[config.mk]
export PLATFORM = sky130hd
export DESIGN_NAME = riego_pump_scheduler
export DESIGN_NICKNAME = d
export VERILOG_FILES = /design/src/rtl/riego_pump_scheduler.sv
export SDC_FILE = /design/constraint.sdc
export NUM_CORES = 1
export LEC_CHECK = 0
export ABC_AREA = 0
export CAP_MARGIN = 0
export CORE_ASPECT_RATIO = 2
export CORE_UTILIZATION = 56
export CTS_CLUSTER_SIZE = 14
export DETAILED_ROUTE_END_ITERATION = 10
export GPL_ROUTABILITY_DRIVEN = 0
export PLACE_DENSITY = 0.78
export SYNTH_ARGS = -nofsm -noshare
export SYNTH_HDL_FRONTEND = slang
export SYNTH_SLANG_ARGS = --single-unit
export TNS_END_PERCENT = 30
[constraint.sdc]
create_clock -name clk -period 2.3 [get_ports clk]
set_input_delay 0.69 -clock clk [delete_from_list [all_inputs] [get_ports clk]]
set_output_delay 0.69 -clock clk [all_outputs]
set_load 0.03 [all_outputs]
[src/rtl/riego_pump_scheduler.sv]
`default_nettype none
// ============================================================================
// riego_pump_scheduler : round-robin pump/valve sequencer for N irrigation
//                        zones with level-fault latch.
// Revision: 1.0
// ============================================================================
module riego_pump_scheduler #(
   parameter int N_ZONES      = 4,
   parameter int OPEN_CYCLES  = 4,
   parameter int SLOT_CYCLES  = 1000,
   parameter int CLOSE_CYCLES = 4,
   parameter int CNT_W        = 16
) (
   input  logic                       clk,
   input  logic                       reset,
   input  logic [N_ZONES-1:0]         req_i,
   input  logic                       level_ok_i,
   input  logic                       fault_clr_i,
   output logic [N_ZONES-1:0]         valve_o,
   output logic                       pump_on_o,
   output logic [$clog2(N_ZONES)-1:0] grant_id_o,
   output logic                       busy_o,
   output logic                       done_o,
   output logic                       error_o
);

   localparam int GW = $clog2(N_ZONES);

   localparam logic [CNT_W-1:0] OPEN_LAST  = CNT_W'(OPEN_CYCLES - 1);
   localparam logic [CNT_W-1:0] SLOT_LAST  = CNT_W'(SLOT_CYCLES - 1);
   localparam logic [CNT_W-1:0] CLOSE_LAST = CNT_W'(CLOSE_CYCLES - 1);

   typedef enum logic [2:0] {
      S_IDLE  = 3'd0,
      S_OPEN  = 3'd1,
      S_RUN   = 3'd2,
      S_CLOSE = 3'd3,
      S_FAULT = 3'd4
   } state_t;

   state_t             state_q, state_d;
   logic [CNT_W-1:0]   timer_q, timer_d;
   logic [GW-1:0]      ptr_q, ptr_d;
   logic [GW-1:0]      grant_q, grant_d;
   logic [N_ZONES-1:0] valve_q, valve_d;
   logic               pump_q, pump_d;
   logic               busy_q, busy_d;
   logic               done_q, done_d;
   logic               error_q, error_d;

   logic [GW-1:0]      w_sel;
   logic               w_found;
   logic [CNT_W-1:0]   w_timer_inc;

   function automatic logic [GW-1:0] wrap_add(input logic [GW-1:0] base, input int k);
      int s;
      s = int'(base) + k;
      if (s >= N_ZONES) s = s - N_ZONES;
      return GW'(s);
   endfunction

   // First requester at or above the rr pointer, wrapping around.
   always_comb begin
      w_sel   = '0;
      w_found = 1'b0;
      for (int k = 0; k < N_ZONES; k++) begin
         if (!w_found && req_i[wrap_add(ptr_q, k)]) begin
            w_found = 1'b1;
            w_sel   = wrap_add(ptr_q, k);
         end
      end
   end

   assign w_timer_inc = (timer_q == {CNT_W{1'b1}}) ? timer_q : timer_q + CNT_W'(1);

   always_comb begin
      state_d = state_q;
      timer_d = w_timer_inc;
      ptr_d   = ptr_q;
      grant_d = grant_q;
      valve_d = valve_q;
      pump_d  = pump_q;
      busy_d  = busy_q;
      done_d  = 1'b0;
      error_d = error_q;

      // A low tank level beats every other transition.
      if (state_q != S_FAULT && !level_ok_i) begin
         state_d = S_FAULT;
         timer_d = '0;
         valve_d = '0;
         pump_d  = 1'b0;
         busy_d  = 1'b0;
         error_d = 1'b1;
      end else begin
         case (state_q)
            S_IDLE: begin
               if (w_found) begin
                  state_d = S_OPEN;
                  timer_d = '0;
                  grant_d = w_sel;
                  valve_d = N_ZONES'(1) << w_sel;
                  busy_d  = 1'b1;
               end
            end
            S_OPEN: begin
               if (timer_q == OPEN_LAST) begin
                  state_d = S_RUN;
                  timer_d = '0;
                  pump_d  = 1'b1;
               end
            end
            S_RUN: begin
               if (timer_q == SLOT_LAST || !req_i[grant_q]) begin
                  state_d = S_CLOSE;
                  timer_d = '0;
                  pump_d  = 1'b0;
               end
            end
            S_CLOSE: begin
               if (timer_q == CLOSE_LAST) begin
                  state_d = S_IDLE;
                  timer_d = '0;
                  valve_d = '0;
                  busy_d  = 1'b0;
                  done_d  = 1'b1;
                  ptr_d   = (grant_q == GW'(N_ZONES - 1)) ? '0 : grant_q + GW'(1);
               end
            end
            S_FAULT: begin
               if (fault_clr_i && level_ok_i) begin
                  state_d = S_IDLE;
                  timer_d = '0;
                  error_d = 1'b0;
               end
            end
            default: begin
               state_d = S_IDLE;
               timer_d = '0;
               valve_d = '0;
               pump_d  = 1'b0;
               busy_d  = 1'b0;
            end
         endcase
      end
   end

   always_ff @(posedge clk or posedge reset) begin
      if (reset) begin
         state_q <= S_IDLE;
         timer_q <= '0;
         ptr_q   <= '0;
         grant_q <= '0;
         valve_q <= '0;
         pump_q  <= 1'b0;
         busy_q  <= 1'b0;
         done_q  <= 1'b0;
         error_q <= 1'b0;
      end else begin
         state_q <= state_d;
         timer_q <= timer_d;
         ptr_q   <= ptr_d;
         grant_q <= grant_d;
         valve_q <= valve_d;
         pump_q  <= pump_d;
         busy_q  <= busy_d;
         done_q  <= done_d;
         error_q <= error_d;
      end
   end

   assign valve_o    = valve_q;
   assign pump_on_o  = pump_q;
   assign grant_id_o = grant_q;
   assign busy_o     = busy_q;
   assign done_o     = done_q;
   assign error_o    = error_q;

endmodule
`default_nettype wire

==> metrics <==
Cell variety after synth=47; Worst Clk Skew=approximately 4.8 ps; Worst Slack Setup Final=49.3 ps; GR Util met2=58.3%; post-synthesis adder-cell area fraction=1.38%; status=finished, final reports clean; clock sinks=31; Std-Cell Rows=28; Rel. slew slack=61.8%; NumNets Final=~230; Top FF cell, synth=dfrtp_1; detailed placer's ending HPWL=~3500 um; Via density=6.80; Area Growth Syn to Fin=25.6%; FFs w/ async S/R, synth=100%; Layout Cells excl Fill=249; Total Power=1.27 mW; Synth Area in XOR/XNOR=0.967%; Slew Viols, Final=0; Synth Cell Area=1810 um^2; Critical Path AT=2440 ps; Top Usage Layer GRT=met2; DR vias=1694; vias in the first global route=1720; CTS H-tree depth=2; global-route wire length before repair=7600 um; multiplexer share of the synthesized area=~4.7%; # setup viols final=0; Worst Max-Slew Pin Slew=approximately 570 ps; Post-synth EDFFs=0; DRT Pass-1 Iters=4; Final Util=around three quarters; Syn Inst Count=177; placed cell areas=2130 um^2; die area=3480 um^2; initial antenna violation count=0; CTS tree=yes; Fmax achieved=0.444 GHz; Fill cells=between 200 and 250; fin crit share=97.9%; Total GRT Usage=29.3%; hold slack=around 470 ps; CTS root buffer=clkbuf_8; fraction of final layout cells with drive strength greater than 1=21.5%; capturing point of the worst reg2reg path=ptr_q[1]$_DFFE_PP0P_; final wirelength=~4800 um; largest net degree at the start of global routing=32; syn_area_per_cell=10.2 um^2; Num CTS Buffers=5; synth warn=0; largest family of logic cells by synthesized area=simple AND/OR/NAND/NOR gates; global-route met1 utilization=26.5%; Final Cell Area=around 2300 um^2; FF+latch count, synth=31; Placed Cells incl. Taps=239; core area=3010 um^2; worst r2r src=timer_q[2]$_DFF_PP0_; Leakage=0.962 nW; Initial Util=60.1%; Critical Path Start=req_i[2]; Reg2Reg Depth=5; Worst-Skew Late Latency=around 280 ps; routed len/inst=19.4 um; post-synthesis compound-gate area fraction=20.9%; Final min period=2250 ps; HP Class=flop to flop; die width=approximately 42 um; Seq/Total Area, Yosys=42.8%; drt first-iter violations=72; Mapped Nets=187; Critical Path End=timer_q[2]$_DFF_PP0_; IO buf count=17; DRC Markers=0; Antenna Cells=0; VDD IR max=roughly 0.46 mV; Reg clk slew, reported paths=60 ps; Post-Place Setup Slack=-348 ps; Setup CP Type=input pin to flop; Post-DRT Antenna Nets=0; GR Layer Usage met3=under 10%; CP Max Fanout=16; crit end category=flop; Clock Path Buffers=2; pwr/cell area=558 nW/um^2; Final TNS setup=0 ps; I/O pin count=18; DIE HEIGHT=82.4 um; CP Launch Type=input pin; Fin. Hold Viols=0; FF-to-FF setup slack=170 ps; Synth Area in Simple Gates=25.0%; WP data required=2490 ps; Max-Cap Viols=0; grt ovf=0
power by group:
group          leakage, nW  switching [mW]  internal [mW]
registers            0.421          0.0331          0.574
clock network       0.0422           0.191          0.212
logic                0.499           0.143          0.117
total                0.962           0.367          0.902
placed cells by master, fill, tap and decap left out, drive strengths merged, types with 2 or more instances in the layout:
cell and instances:
a21oi 11, clkdlybuf4s50 16, xor2 2, nand4 9, or4 4, a211oi 4, o31ai 4, and4 2
dfrtp 31, a21o 2, or3 6, nor4 9, inv 5, o21ai 7, buf 23, o22ai 2
and3 3, a22o 3, a22oi 7, nor3 4, nor2 12, a32o 2, clkbuf 7, o22a 2
nand2 10, mux2 2, mux2i 4, nand3 5, nand2b 3, nor2b 3, ha 2
cells by family (layout without fill, tap and decap cells):
logic type,count (synthesis),count (layout)
AOI/OAI and AO/OA,51,51
xor gates and xnor gates,2,2
adders and majority gates,2,2
buffers and inverters,11,53
DFF,31,31
muxes,7,7
and+or+nand+nor,73,73
critical path, cell delays in order:
cell and delay [ps]:
clkdlybuf4s50_1 430, buf_4 160, or4_4 490, o2bb2ai_2 200
a32oi_4 160, a211oi_1 310
cell usage after synthesis (all sizes together), types with 2 or more instances:
library cell / number / area share [%]
a21o: 2 / 0.83
mux2i: 4 / 2.2
xor2: 2 / 0.97
o31ai: 4 / 1.7
o22ai: 2 / 0.69
inv: 5 / 1.0
o21ai: 7 / 1.9
nor2b: 3 / 1.0
dfrtp: 31 / 43
a21oi: 11 / 3.0
a32o: 2 / 1.1
a22o: 3 / 1.5
nor2: 12 / 2.5
nand2b: 3 / 1.0
nand2: 10 / 2.1
and4: 2 / 0.97
nand4: 9 / 3.8
or4: 4 / 1.9
buf: 6 / 3.2
nor4: 9 / 4.6
mux2: 2 / 1.2
or3: 6 / 2.1
nor3: 4 / 1.4
o22a: 2 / 0.97
a22oi: 7 / 2.9
a211oi: 4 / 1.7
ha: 2 / 1.4
nand3: 5 / 1.4
and3: 3 / 1.0
sequential cells by signal, indices dropped and copies added (netlist names):
register    flops
error_o         1
done_o          1
state_q         3
ptr_q           2
grant_id_o      2
pump_on_o       1
timer_q        16
valve_o         4
busy_o          1
worst min-delay path by stage:
stage / start / endpoint / slack (ps) / cells past startpoint
after floorplan: ptr_q[0]$_DFFE_PP0P_ / ptr_q[0]$_DFFE_PP0P_ / 500 / 1
after global placement: busy_o$_DFFE_PP0P_ / busy_o$_DFFE_PP0P_ / 460 / 1
after detailed placement: busy_o$_DFFE_PP0P_ / busy_o$_DFFE_PP0P_ / 470 / 1
after CTS: busy_o$_DFFE_PP0P_ / busy_o$_DFFE_PP0P_ / 480 / 1
after global routing: busy_o$_DFFE_PP0P_ / busy_o$_DFFE_PP0P_ / 500 / 1
final: busy_o$_DFFE_PP0P_ / busy_o$_DFFE_PP0P_ / 470 / 1
metal layers:
metal	wire [um]	part of all wire, %
met5	0	0
met4	216	4.5
met3	122	2.5
met2	2890	60
met1	1600	33
timing repair:
action,4_1_cts,5_1_grt
endpoints found under the hold margin,0,0
setup buffers,2,0
pin swaps,1,0
gates resized for setup,2,7
endpoints found under the setup margin,13,14
hold buffers,0,0
area by class of cell:
| class | instances | area [um^2] | share of cell area [%] |
|---|---|---|---|
| Inverter | 5 | 18.8 | 0.825 |
| Timing Repair Buffer | 40 | 362 | 15.9 |
| Sequential cell | 31 | 776 | 34.1 |
| Tap cell | 30 | 37.5 | 1.65 |
| Clock buffer | 7 | 76.3 | 3.36 |
| Multi-Input combinational cell | 135 | 1000 | 43.9 |
| Clock inverter | 1 | 5.00 | 0.220 |
Power figures use the tool's default switching activity.
